--- src/rtl/pc_sequencer_pkg.sv ---
// Shared types and helpers for the program-counter sequencer.
package pc_sequencer_pkg;

    typedef enum logic [1:0] {
        IDLE   = 2'd0,
        RUN    = 2'd1,
        HALTED = 2'd2
    } state_e;

    typedef enum logic [2:0] {
        ACT_HOLD,
        ACT_STEP,
        ACT_BRANCH,
        ACT_CALL,
        ACT_RET
    } action_e;

    localparam int SEXT_MAX_W = 64;
    localparam int SEXT_IDX_W = $clog2(SEXT_MAX_W);

    // Sign-extends the low 'width' bits of val to the full SEXT_MAX_W bits.
    function automatic logic [SEXT_MAX_W-1:0] sext(input logic [SEXT_MAX_W-1:0] val,
                                                   input int unsigned           width);
        logic [SEXT_MAX_W-1:0] hi_mask;
        logic [SEXT_IDX_W-1:0] sign_idx;
        hi_mask  = {SEXT_MAX_W{1'b1}} << width;
        sign_idx = SEXT_IDX_W'(width - 1);
        return val[sign_idx] ? (val | hi_mask) : (val & ~hi_mask);
    endfunction

endpackage

--- src/rtl/pc_sequencer_ras.sv ---
// Circular return-address stack: a push when full silently overwrites the oldest entry.
module ras_stack #(
    parameter int WIDTH = 32,
    parameter int DEPTH = 4
) (
    input  logic             clk,
    input  logic             rst_n,
    input  logic             push_i,
    input  logic             pop_i,
    input  logic             clear_i,
    input  logic [WIDTH-1:0] data_i,
    output logic [WIDTH-1:0] top_o,
    output logic             empty_o,
    output logic             full_o
);
    localparam int PTR_W = $clog2(DEPTH);
    localparam int CNT_W = PTR_W + 1;
    localparam logic [CNT_W-1:0] DEPTH_CNT = CNT_W'(DEPTH);

    logic [WIDTH-1:0] mem_q [DEPTH];
    logic [PTR_W-1:0] sp_q, sp_d;
    logic [CNT_W-1:0] count_q, count_d;

    assign empty_o = (count_q == '0);
    assign full_o  = (count_q == DEPTH_CNT);
    // sp_q is the next free slot, so the newest entry sits just below it.
    assign top_o   = mem_q[sp_q - 1'b1];

    always_comb begin
        sp_d    = sp_q;
        count_d = count_q;
        if (clear_i) begin
            sp_d    = '0;
            count_d = '0;
        end else if (push_i) begin
            sp_d = sp_q + 1'b1;
            if (!full_o) begin
                count_d = count_q + 1'b1;
            end
        end else if (pop_i && !empty_o) begin
            sp_d    = sp_q - 1'b1;
            count_d = count_q - 1'b1;
        end
    end

    always_ff @(posedge clk or negedge rst_n) begin
        if (!rst_n) begin
            sp_q    <= '0;
            count_q <= '0;
        end else begin
            sp_q    <= sp_d;
            count_q <= count_d;
        end
    end

    genvar gi;
    generate
        for (gi = 0; gi < DEPTH; gi++) begin : g_entry
            always_ff @(posedge clk) begin
                if (push_i && !clear_i && (sp_q == PTR_W'(gi))) begin
                    mem_q[gi] <= data_i;
                end
            end
        end
    endgenerate

endmodule

--- src/rtl/pc_sequencer.sv ---
// Registered program counter with relative branch, call/return via RAS, stall and halt.
module pc_sequencer
    import pc_sequencer_pkg::*;
#(
    parameter int                  PC_WIDTH     = 32,
    parameter int                  INSTR_WIDTH  = 9,
    parameter int                  OFFSET_WIDTH = 7,
    parameter int                  PC_STEP      = 1,
    parameter logic [PC_WIDTH-1:0] RESET_PC     = '0,
    parameter int                  RAS_DEPTH    = 4
) (
    input  logic                   clk,
    input  logic                   rst_n,
    input  logic                   start,
    input  logic                   stall,
    input  logic                   halt,
    input  logic [INSTR_WIDTH-1:0] instruction,
    input  logic                   branch,
    input  logic                   branch_ne,
    input  logic                   zero,
    input  logic                   call,
    input  logic                   ret,
    output logic [PC_WIDTH-1:0]    pc,
    output logic [PC_WIDTH-1:0]    next_pc,
    output logic                   running,
    output logic                   branch_taken,
    output logic                   ras_overflow,
    output logic                   ras_underflow
);
    localparam logic [PC_WIDTH-1:0] STEP = PC_WIDTH'(PC_STEP);

    state_e                state_q, state_d;
    action_e               action;
    logic [PC_WIDTH-1:0]   pc_q, pc_d;
    logic                  ovf_q, ovf_d;
    logic                  unf_q, unf_d;
    logic                  load_reset;
    logic                  ras_push, ras_pop, ras_clear;
    logic                  ras_empty, ras_full;
    logic [PC_WIDTH-1:0]   ras_top;
    logic [PC_WIDTH-1:0]   pc_seq;
    logic [PC_WIDTH-1:0]   offset_ext;
    logic [SEXT_MAX_W-1:0] offset_raw;

    assign offset_raw = SEXT_MAX_W'(instruction[OFFSET_WIDTH-1:0]);
    assign offset_ext = PC_WIDTH'(sext(offset_raw, OFFSET_WIDTH));
    assign pc_seq     = pc_q + STEP;

    generate
        if (INSTR_WIDTH > OFFSET_WIDTH) begin : g_opcode_bits
            logic unused_opcode;
            assign unused_opcode = ^instruction[INSTR_WIDTH-1:OFFSET_WIDTH];
        end
    endgenerate

    ras_stack #(
        .WIDTH (PC_WIDTH),
        .DEPTH (RAS_DEPTH)
    ) u_ras (
        .clk     (clk),
        .rst_n   (rst_n),
        .push_i  (ras_push),
        .pop_i   (ras_pop),
        .clear_i (ras_clear),
        .data_i  (pc_seq),
        .top_o   (ras_top),
        .empty_o (ras_empty),
        .full_o  (ras_full)
    );

    always_comb begin
        state_d    = state_q;
        action     = ACT_HOLD;
        load_reset = 1'b0;
        ras_push   = 1'b0;
        ras_pop    = 1'b0;
        ras_clear  = 1'b0;
        ovf_d      = ovf_q;
        unf_d      = unf_q;
        case (state_q)
            IDLE, HALTED: begin
                if (start) begin
                    state_d    = RUN;
                    load_reset = 1'b1;
                    ras_clear  = 1'b1;
                    ovf_d      = 1'b0;
                    unf_d      = 1'b0;
                end
            end
            RUN: begin
                // Strict priority: exactly one action wins each cycle.
                if (stall) begin
                    action = ACT_HOLD;
                end else if (halt) begin
                    state_d = HALTED;
                end else if (ret) begin
                    action = ACT_RET;
                    if (ras_empty) begin
                        unf_d = 1'b1;
                    end else begin
                        ras_pop = 1'b1;
                    end
                end else if (call) begin
                    action   = ACT_CALL;
                    ras_push = 1'b1;
                    if (ras_full) begin
                        ovf_d = 1'b1;
                    end
                end else if (branch && (zero ^ branch_ne)) begin
                    action = ACT_BRANCH;
                end else begin
                    action = ACT_STEP;
                end
            end
            default: state_d = IDLE;
        endcase
    end

    always_comb begin
        pc_d = pc_q;
        if (load_reset) begin
            pc_d = RESET_PC;
        end else begin
            case (action)
                ACT_STEP:             pc_d = pc_seq;
                ACT_BRANCH, ACT_CALL: pc_d = pc_q + offset_ext;
                ACT_RET:              pc_d = ras_empty ? pc_seq : ras_top;
                default:              pc_d = pc_q;
            endcase
        end
    end

    always_ff @(posedge clk or negedge rst_n) begin
        if (!rst_n) begin
            state_q <= IDLE;
            pc_q    <= RESET_PC;
            ovf_q   <= 1'b0;
            unf_q   <= 1'b0;
        end else begin
            state_q <= state_d;
            pc_q    <= pc_d;
            ovf_q   <= ovf_d;
            unf_q   <= unf_d;
        end
    end

    assign pc            = pc_q;
    assign next_pc       = pc_d;
    assign running       = (state_q == RUN);
    assign branch_taken  = (action == ACT_BRANCH);
    assign ras_overflow  = ovf_q;
    assign ras_underflow = unf_q;

endmodule
--- config.mk ---
export PLATFORM = sky130hd
export DESIGN_NAME = pc_sequencer
export DESIGN_NICKNAME = d
export VERILOG_FILES = /design/src/rtl/pc_sequencer_pkg.sv /design/src/rtl/pc_sequencer_ras.sv /design/src/rtl/pc_sequencer.sv
export SDC_FILE = /design/constraint.sdc
export NUM_CORES = 1
export LEC_CHECK = 0
export BUFFER_PORTS_ARGS = -buffer_cell sky130_fd_sc_hd__buf_2
export CORE_MARGIN = 1.5
export CORE_UTILIZATION = 30
export CTS_CLUSTER_DIAMETER = 120
export DETAILED_ROUTE_END_ITERATION = 7
export SYNTH_ARGS = -nofsm -noshare
export SYNTH_HDL_FRONTEND = slang
export SYNTH_HIERARCHICAL = 1
export SYNTH_SLANG_ARGS = --single-unit
--- constraint.sdc ---
create_clock -name clk -period 3.5 [get_ports clk]
set_input_delay 0.35 -clock clk [delete_from_list [all_inputs] [get_ports clk]]
set_output_delay 0.35 -clock clk [all_outputs]
set_load 0.005 [all_outputs]
==> flow_summary.toml, run 1 <==
[cells_and_area]
seq_area_um2 = 4870
n_fill_cell = 2953
mostFrequentLayoutCell = "edfxtp_1"
multi_input_area_um2 = 4420
drive_gt1_frac = 0.289
nets = 971
syn2layout_area_growth_pct = 21.8
antenna_cells = 0
layout_common_cells = "edfxtp_1 (128), buf_2 (84), buf_4 (65)"

[drt]
remaining_drc_errors = 0
wl_um = 26900
vias = 7159
first_pass_iters = 5
ant_nets = 0
vias_per_cell = 5.41
route.detailed.wl_per_inst_um = 20.4
drt_iter0_markers = 521

[logic_synthesis]
ys_types = 68
netlist_area_um2 = 9350
yosys_warnings = 6
synthCells = 779
ys.flop_type = "edfxtp_1"
yosysSeqAreaShare = 0.521
synth_nets = 836
async_flop_share = 0.243
syn_area_per_cell_um2 = 12.0
synth-edff-count = 128
synth_seq_cells = 169

[die]
initial_core_util = 0.305
die_h_um = 180
die_w_um = 180
ios = 87
dieArea_um2 = 32200
core_region_area_um2 = 30700
fp-row-count = 64

[grt]
antenna_found_initial = 0
grt_pass1_wl_um = 41500
grt_pass1_vias = 7139
gr-total-overflow = 0
grt_max_degree = 33
grt_usage = 0.166

[critical_path]
regToRegSetupSlack_ns = 0.76
max_stage_delay_ns = 0.51
worstPathRequired_ns = 3.15
path_cells = "ha_1 -> o211ai_1 -> a21oi_4 -> o21ai_2 -> nand2_2 -> a2111o_1 -> a31oi_1 -> xor2_1 -> o22ai_2 -> buf_2"
critical_path_class = "flip-flop to output port"
start_kind = "flip-flop"
end_kind = "output port"
arrival_ns = 3.07
slowest_stage = "a2111o_1"
cp_max_fo = 6

[hold_path]
hold_path.class = "primary input to flip-flop"

[sta]
setup_slack_ns = 0.0833
relSlewSlack = 0.512
finalSetupViolCount = 0
max_freq_mhz = 293
whs_ns = 0.270
timing.final.crit_share = 0.976
worstMarginPinSlew_ns = 0.732
min_period_ns = 3.42
rsz0062_at_grt = "true"
drv_slew = 0
hold_viol = 0
finClkSkew_ns = 0.00779

[cts]
clk_pin_slew_ns = 0.06
htreeDepth = 4
cts_inserted_buffers = 17
cts_tree = "yes"
clock_path_buffers = 2
clk_latency_ns = 0.43
cts.sinks = 169
ctsRootBufferMaster = "clkbuf_16"

[place]
hpwlAfterDp_um = 19400
place_ws_ns = 0.0236
port_buffers = 84
gp_congestion = 0.908

[status]
status = "finished, final reports clean"

[run]
maxCapViolations = 0

[power]
max-vdd-ir-drop_mv = 0.355
power.density_nw_per_um2 = 670
power_leakage_nw = 4.44
layout make-up:
| type | instances | area share |
|---|---|---|
| flip-flops and latches | 169 | 0.428 |
| multi-input cells | 550 | 0.388 |
| clock inverters | 11 | 0.00868 |
| repair buffers | 152 | 0.0841 |
| well taps | 396 | 0.0435 |
| clock buffers | 21 | 0.0404 |
| inverters | 24 | 0.00791 |
cells in the mapped netlist (4+ instances only):
cell	instances	area, µm²
xor2_1	25	219
ha_1	36	450
and3_1	11	68.8
o21ai_0	43	215
buf_2	9	45.0
a221oi_1	17	149
nand2b_1	11	68.8
a31oi_1	12	75.1
and2_1	10	62.6
o21ai_1	5	25.0
inv_1	23	86.3
dfrtp_1	41	1030
a21o_1	12	90.1
o211ai_1	7	52.6
clkbuf_1	18	67.6
mux4_2	32	721
buf_4	8	60.1
edfxtp_1	128	3840
nand2_1	60	225
o2111ai_1	5	43.8
o21a_1	4	30.0
xnor2_1	30	263
a22oi_1	7	52.6
a21oi_1	62	310
nand3b_1	6	45.0
or3_1	7	43.8
nand3_1	26	130
nor3_1	14	70.1
nor2_1	30	113
o22ai_1	9	56.3
nand4_1	12	75.1
nor2b_1	5	31.3
logic make-up (layout without fill, tap and decap cells):
kind of cell | count (synthesis) | after routing | share of synthesized area
AND/OR/NAND/NOR | 212 | 212 | 0.121
multiplexers | 34 | 34 | 0.0792
adder cells (fa/ha/maj) | 38 | 38 | 0.0525
buffers and inverters | 60 | 208 | 0.0285
XOR/XNOR | 57 | 57 | 0.0550
flip-flops | 169 | 169 | 0.521
AO/OA/AOI/OAI | 209 | 209 | 0.143
stage by stage:
| stage | area, µm² | util | power, W | std cells | setup TNS (ns) |
|---|---|---|---|---|---|
| 2_1_floorplan | 9350 | - | 0.00449 | 779 | 0 |
| 3_3_place_gp | 10600 | 0.345 | 0.00565 | 1283 | 0 |
| 3_5_place_dp | 10600 | 0.345 | 0.00568 | 1283 | 0 |
| 4_1_cts | 11200 | 0.366 | 0.00754 | 1319 | 0 |
| 5_1_grt | 11400 | 0.371 | 0.00804 | 1323 | -0.0869 |
| 6_report | 11400 | 0.371 | 0.00763 | 1323 | 0 |
worst max-delay path, delay by kind of cell, from the launching register on:
family | cells | cell delay, ns
buf+inv | 1 | 0.16
xor+xnor | 1 | 0.28
compound gates | 6 | 1.41
flops | 1 | 0.38
fa+ha+maj | 1 | 0.34
simple gates | 1 | 0.09
metal layers:
metal | GRT usage | part of all wire
met5 | 0 | 0
met4 | 0.0660 | 0.032
met3 | 0.0205 | 0.048
met2 | 0.284 | 0.50
met1 | 0.213 | 0.42
where the power goes:
part | total, W | switching [W] | internal [W]
Clock | 0.00178 | 0.000764 | 0.00101
Combinational | 0.00318 | 0.00188 | 0.00130
Sequential | 0.00267 | 0.000187 | 0.00248
Total | 0.00763 | 0.00284 | 0.00480
flip-flops by register name, summed over array words and instances, names as in the netlist:
signal / flops
u_ras/count_q: 3
pc: 32
ras_underflow: 1
ras_overflow: 1
state_q: 2
u_ras/sp_q: 2
u_ras/mem_q: 128
final timing paths:
kind,cells past startpoint,start,to
worst max-delay path,10,pc[3]$_DFF_PN0_,next_pc[24]
worst min-delay path,3,start,state_q[1]$_DFFE_PN0P_
worst max register to register,7,state_q[1]$_DFFE_PN0P_,u_ras/mem_q[1][0]$_DFFE_PP_
worst min register to register,1,state_q[0]$_DFFE_PN0P_,state_q[1]$_DFFE_PN0P_
max in group asynchronous,3,rst_n,pc[11]$_DFF_PN0_
min in group asynchronous,2,rst_n,pc[27]$_DFF_PN0_
what timing repair did:
action,CTS,global route
resized for setup,17,26
hold endpoints to repair,25,0
hold buffers,1,0
setup endpoints to repair,10,16
cloned,0,0
buffers inserted,3,4
pin swaps,7,12
(Power assumes the default switching activity.)
==> run 2, diff against run 1 <==
--- a/config.mk
+++ b/config.mk
@@ -7,7 +7,7 @@
 export LEC_CHECK = 0
 export BUFFER_PORTS_ARGS = -buffer_cell sky130_fd_sc_hd__buf_2
 export CORE_MARGIN = 1.5
-export CORE_UTILIZATION = 30
+export CORE_UTILIZATION = 41
 export CTS_CLUSTER_DIAMETER = 120
 export DETAILED_ROUTE_END_ITERATION = 7
 export SYNTH_ARGS = -nofsm -noshare
==> run 2 against run 1 <==
Effect of this change: wire length decreased by 3.1%; count of clock-buffer cells in the layout fell by 4; non-clock buffer count is 5 lower; clock skew increased by 0.0055 ns; setup slack worse by 0.060 ns; maximum frequency decreased by 1.7%; flip-flop and latch count is the same; total power up 1.1%; final area is 0.93% lower; global-route usage increased by 5.5 points; critical path type unchanged; critical endpoint is now next_pc[31]; largest cell class unchanged; largest power group unchanged.
==> flow_summary.toml, run 2 (synthesis results as in run 1) <==
[power]
power.density_nw_per_um2 = 684
max-vdd-ir-drop_mv = 0.325
total_power_w = 0.00771
power_leakage_nw = 4.41

[place]
gp_congestion = 0.914
port_buffers = 84
place_ws_ns = 0.168
dpl-instance-area_um2 = 10300
placedCellCount = 1163
hpwlAfterDp_um = 18600

[cells_and_area]
layoutNonFillerInstCount = 1208
mostFrequentLayoutCell = "edfxtp_1"
design_area_um2 = 11300
n_fill_cell = 1997
nets = 966
syn2layout_area_growth_pct = 20.7
layout_common_cells = "edfxtp_1 (128), buf_2 (84), buf_4 (62)"
drive_gt1_frac = 0.294
largest_reg_flops = 128
top_register = "u_ras/mem_q"

[critical_path]
startpoint = "pc[1]$_DFF_PN0_"
start_kind = "flip-flop"
path_cells = "ha_1 -> a211oi_2 -> o211ai_1 -> a21oi_2 -> o2111ai_1 -> and2_1 -> a31oi_1 -> xnor2_1 -> o22ai_1 -> buf_2"
critical_path_class = "flip-flop to output port"
max_stage_delay_ns = 0.45
arrival_ns = 3.13
end_kind = "output port"
regToRegStartpoint = "pc[0]$_DFF_PN0_"
slowest_stage = "dfrtp_2"
regToRegSetupSlack_ns = 0.82
cp_max_fo = 6
worstPathRequired_ns = 3.15

[die]
die_h_um = 154
ios = 87
die_w_um = 154
fp-row-count = 55
core_region_area_um2 = 22500
initial_core_util = 0.416
dieArea_um2 = 23700

[grt]
antenna_found_initial = 1
grt_pass1_vias = 6802
grt_pass1_wl_um = 39800
gr-total-overflow = 0
grt_max_degree = 42
grt_usage = 0.221

[cts]
cts_tree = "yes"
ctsRootBufferMaster = "clkbuf_16"
clock_path_buffers = 2
clk_pin_slew_ns = 0.07
htreeDepth = 4
cts.sinks = 169
cts_inserted_buffers = 17
clk_latency_ns = 0.44

[run]
maxCapViolations = 0

[status]
status = "finished, final reports clean"

[drt]
wl_um = 26100
vias = 7290
ant_nets = 0
route.detailed.wl_per_inst_um = 21.6
first_pass_iters = 5
vias_per_cell = 6.03
drt_iter0_markers = 847
remaining_drc_errors = 0

[sta]
drv_slew = 0
setup_slack_ns = 0.0235
relSlewSlack = 0.279
timing.final.crit_share = 0.993
hold_viol = 0
worstMarginPinSlew_ns = 1.08
min_period_ns = 3.48
finalSetupViolCount = 0
max_freq_mhz = 288
rsz0062_at_grt = "true"
finClkSkew_ns = 0.0133
whs_ns = 0.113

[hold_path]
hold_path.class = "primary input to asynchronous set/reset pin"
-- run 2: changes by cell type in the layout (fill, tap and decap cells not counted), sizes merged --
| cell | previous run | this run |
|---|---|---|
| inv | 23 | 32 |
| buf | 151 | 147 |
| clkbuf | 21 | 17 |
| clkinv | 10 | 7 |
| bufinv | 1 | 0 |
| clkinvlp | 1 | 0 |
| diode | 0 | 1 |
| dlygate4sd3 | 1 | 0 |
-- run 2: worst paths after layout --
check,cells past startpoint,end
worst max register to register,11,pc[24]$_DFF_PN0_
worst min register to register,1,state_q[1]$_DFFE_PN0P_
max in group asynchronous,1,pc[0]$_DFF_PN0_
worst min-delay path,1,pc[27]$_DFF_PN0_
min in group clk,3,state_q[1]$_DFFE_PN0P_
worst max-delay path,10,next_pc[31]
-- run 2: final cells by class --
| class | instances | area [µm²] | area share |
|---|---|---|---|
| antenna | 1 | 2.50 | 0.000222 |
| clock buffer | 17 | 425 | 0.0377 |
| clock inverter | 15 | 170 | 0.0151 |
| inverter | 24 | 90.1 | 0.00798 |
| multi-input combinational | 550 | 4470 | 0.396 |
| sequential | 169 | 4870 | 0.432 |
| tap | 285 | 357 | 0.0316 |
| timing repair buffer | 147 | 897 | 0.0795 |
-- run 2: metrics by stage --
| stage | TNS [ns] | util |
|---|---|---|
| 3_5_place_dp | 0 | 0.460 |
| 2_1_floorplan | 0 | - |
| 5_1_grt | -0.178 | 0.501 |
| 6_report | 0 | 0.501 |
| 4_1_cts | 0 | 0.491 |
| 3_3_place_gp | 0 | 0.460 |
-- run 2: layer usage --
| metal | track usage | part of all wire |
|---|---|---|
| met4 | 0.0740 | 0.017 |
| met5 | 0 | 0 |
| met3 | 0.0223 | 0.064 |
| met1 | 0.333 | 0.47 |
| met2 | 0.334 | 0.45 |
-- run 2: timing repair --
item / 4_1_cts / 5_1_grt
gates resized for setup: 19 / 33
pin swaps: 5 / 18
endpoints found under the setup margin: 17 / 16
buffers inserted: 6 / 6
hold buffers: 0 / 0
-- run 2: power by group --
group	internal (W)	total, W	switching [W]
logic	0.00127	0.00311	0.00183
registers	0.00249	0.00272	0.000238
clock network	0.000965	0.00188	0.000919
-- run 2: worst max-delay path, delay by kind of cell, from the launching register on --
| family | cells | cell delay [ns] |
|---|---|---|
| compound gates | 6 | 1.40 |
| flops | 1 | 0.45 |
| fa+ha+maj | 1 | 0.32 |
| simple gates | 1 | 0.21 |
| buf+inv | 1 | 0.16 |
| xor+xnor | 1 | 0.15 |
==> run 3, diff against run 2 <==
--- a/config.mk
+++ b/config.mk
@@ -10,6 +10,7 @@
 export CORE_UTILIZATION = 41
 export CTS_CLUSTER_DIAMETER = 120
 export DETAILED_ROUTE_END_ITERATION = 7
+export REMOVE_ABC_BUFFERS = 1
 export SYNTH_ARGS = -nofsm -noshare
 export SYNTH_HDL_FRONTEND = slang
 export SYNTH_HIERARCHICAL = 1
==> run 3 against run 2 <==
Effect of this change: non-clock buffer count down 9; clock power up 5%; sequential power hardly changed; hold slack improved by 0.094 ns; die area unchanged; global-route usage up 0.46 points; flip-flop and latch count did not move; wire length down 0.52%; largest power group unchanged.
==> flow_summary.toml, run 3 (synthesis results as in run 1) <==
[grt]
gr-total-overflow = 0
antenna_found_initial = 0
grt_pass1_vias = 7025
grt_pass1_wl_um = 40500
grt_max_degree = 36
grt_usage = 0.226

[power]
clkPwrFrac = 0.257
power_frac_seq = 0.357
internal_power_w = 0.00488
power_leakage_nw = 4.40
combPwrFrac = 0.387
netSwitchingFraction = 0.366
total_power_w = 0.00769
max-vdd-ir-drop_mv = 0.314
power.switching_w = 0.00281
power.density_nw_per_um2 = 682

[drt]
drt_iter0_markers = 631
wl_um = 26000
first_pass_iters = 5
remaining_drc_errors = 0
ant_nets = 0
vias = 7127
vias_per_cell = 5.95
route.detailed.wl_per_inst_um = 21.7

[sta]
worstMarginPinSlew_ns = 0.690
drv_slew = 0
rsz0062_at_grt = "true"
max_freq_mhz = 291
timing.final.crit_share = 0.983
finClkSkew_ns = 0.0122
hold_viol = 0
finalSetupViolCount = 0
min_period_ns = 3.44
relSlewSlack = 0.538
setup_slack_ns = 0.0588

[cells_and_area]
layout_common_cells = "edfxtp_1 (128), buf_2 (84), nand2_1 (60)"
drive_gt1_frac = 0.289
antenna_cells = 0
nets = 957
top_register = "u_ras/mem_q"
design_area_um2 = 11300
mostFrequentLayoutCell = "edfxtp_1"
largest_reg_flops = 128
syn2layout_area_growth_pct = 20.7

[status]
status = "finished, final reports clean"

[critical_path]
cp_max_fo = 7
path_cells = "buf_4 -> ha_4 -> nand3_2 -> or4_4 -> nor2_4 -> nand3_1 -> xnor2_2 -> a221oi_1 -> o22ai_1 -> buf_2"
arrival_ns = 3.09
max_stage_delay_ns = 0.59
start_kind = "flip-flop"
worstPathRequired_ns = 3.15
end_kind = "output port"
regToRegSetupSlack_ns = 0.78
critical_path_class = "flip-flop to output port"
path_delay_family = "simple AND/OR/NAND/NOR gates"
slowest_stage = "or4_4"
cp.buffers_inverters = 2

[place]
dpl-instance-area_um2 = 10400
hpwlAfterDp_um = 18100
gp_congestion = 0.962
place_ws_ns = 0.109
port_buffers = 84

[run]
maxCapViolations = 0

[die]
die_h_um = 154
fp-row-count = 55
core_region_area_um2 = 22500
die_w_um = 154
ios = 87
dieArea_um2 = 23700
initial_core_util = 0.416

[cts]
htreeDepth = 4
cts.sinks = 169
clock_path_buffers = 2
cts_tree = "yes"
ctsRootBufferMaster = "clkbuf_16"
clk_pin_slew_ns = 0.07
clk_latency_ns = 0.44
cts_inserted_buffers = 17

[hold_path]
hold_path.class = "primary input to flip-flop"
[run 3: changes by cell type in the layout (fill, tap and decap cells not counted), moves of 3 or more]
cell	delta
ha_2	-3
bufinv_16	+3
buf_4	-13
and2_2	+3
inv_8	-4
clkinv_8	-4
buf_12	+4
and2_1	-3
[run 3: worst reg2reg max path, cell delays in order (launching register included)]
cell and delay [ns]:
dfrtp_1 0.37, nand2b_1 0.22, or3_1 0.54, nor3_2 0.60, buf_4 0.31, nand3b_1 0.10
or4_1 0.39, o311ai_0 0.09
[run 3: power groups by stage]
stage          Sequential [W]  Combinational [W]  Clock, W
6_report              0.00274            0.00297   0.00197
3_5_place_dp          0.00277            0.00278         0
2_1_floorplan         0.00278            0.00166         0
4_1_cts               0.00273            0.00283   0.00201
3_3_place_gp          0.00277            0.00276         0
5_1_grt               0.00277            0.00326   0.00208
[run 3: routing by layer]
layer,track usage,up-vias,share of wire
met1,0.317,3561,0.45
met3,0.0302,40,0.057
met4,0.0791,0,0.022
met2,0.361,260,0.47
met5,0,-,0
li1,-,3266,-
[run 3: layout make-up]
class | count | area (µm²)
multi-input combinational | 550 | 4470
clock buffer | 18 | 429
clock inverter | 14 | 183
sequential | 169 | 4870
fill | 1975 | 11200
timing repair buffer | 138 | 878
inverter | 24 | 90.1
tap | 285 | 357
[run 3: metrics by stage]
step / hold WS [ns] / TNS (ns) / util / instances
3_5_place_dp: 0.367 / 0 / 0.461 / 1161
5_1_grt: 0.221 / -0.155 / 0.501 / 1198
6_report: 0.207 / 0 / 0.501 / 1198
4_1_cts: 0.201 / 0 / 0.492 / 1195
2_1_floorplan: 0.0544 / -12.50 / - / 743
3_3_place_gp: 0.357 / 0 / 0.461 / 1161
[run 3: worst paths after layout]
kind,start,endpoint,cells past startpoint
worst max-delay path,pc[0]$_DFF_PN0_,next_pc[22],10
max in group asynchronous,rst_n,pc[21]$_DFF_PN0_,3
worst min-delay path,start,state_q[1]$_DFFE_PN0P_,3
worst max register to register,state_q[1]$_DFFE_PN0P_,u_ras/count_q[2]$_DFFE_PN0P_,7
min in group asynchronous,rst_n,pc[0]$_DFF_PN0_,2
worst min register to register,state_q[0]$_DFFE_PN0P_,state_q[1]$_DFFE_PN0P_,1
[run 3: what timing repair did]
| item | CTS | global route |
|---|---|---|
| gates cloned | 0 | 0 |
| endpoints found under the setup margin | 13 | 17 |
| endpoints found under the hold margin | 19 | 0 |
| pin swaps | 4 | 14 |
| buffers inserted | 1 | 3 |
| resized for setup | 13 | 39 |
| hold buffers | 1 | 0 |
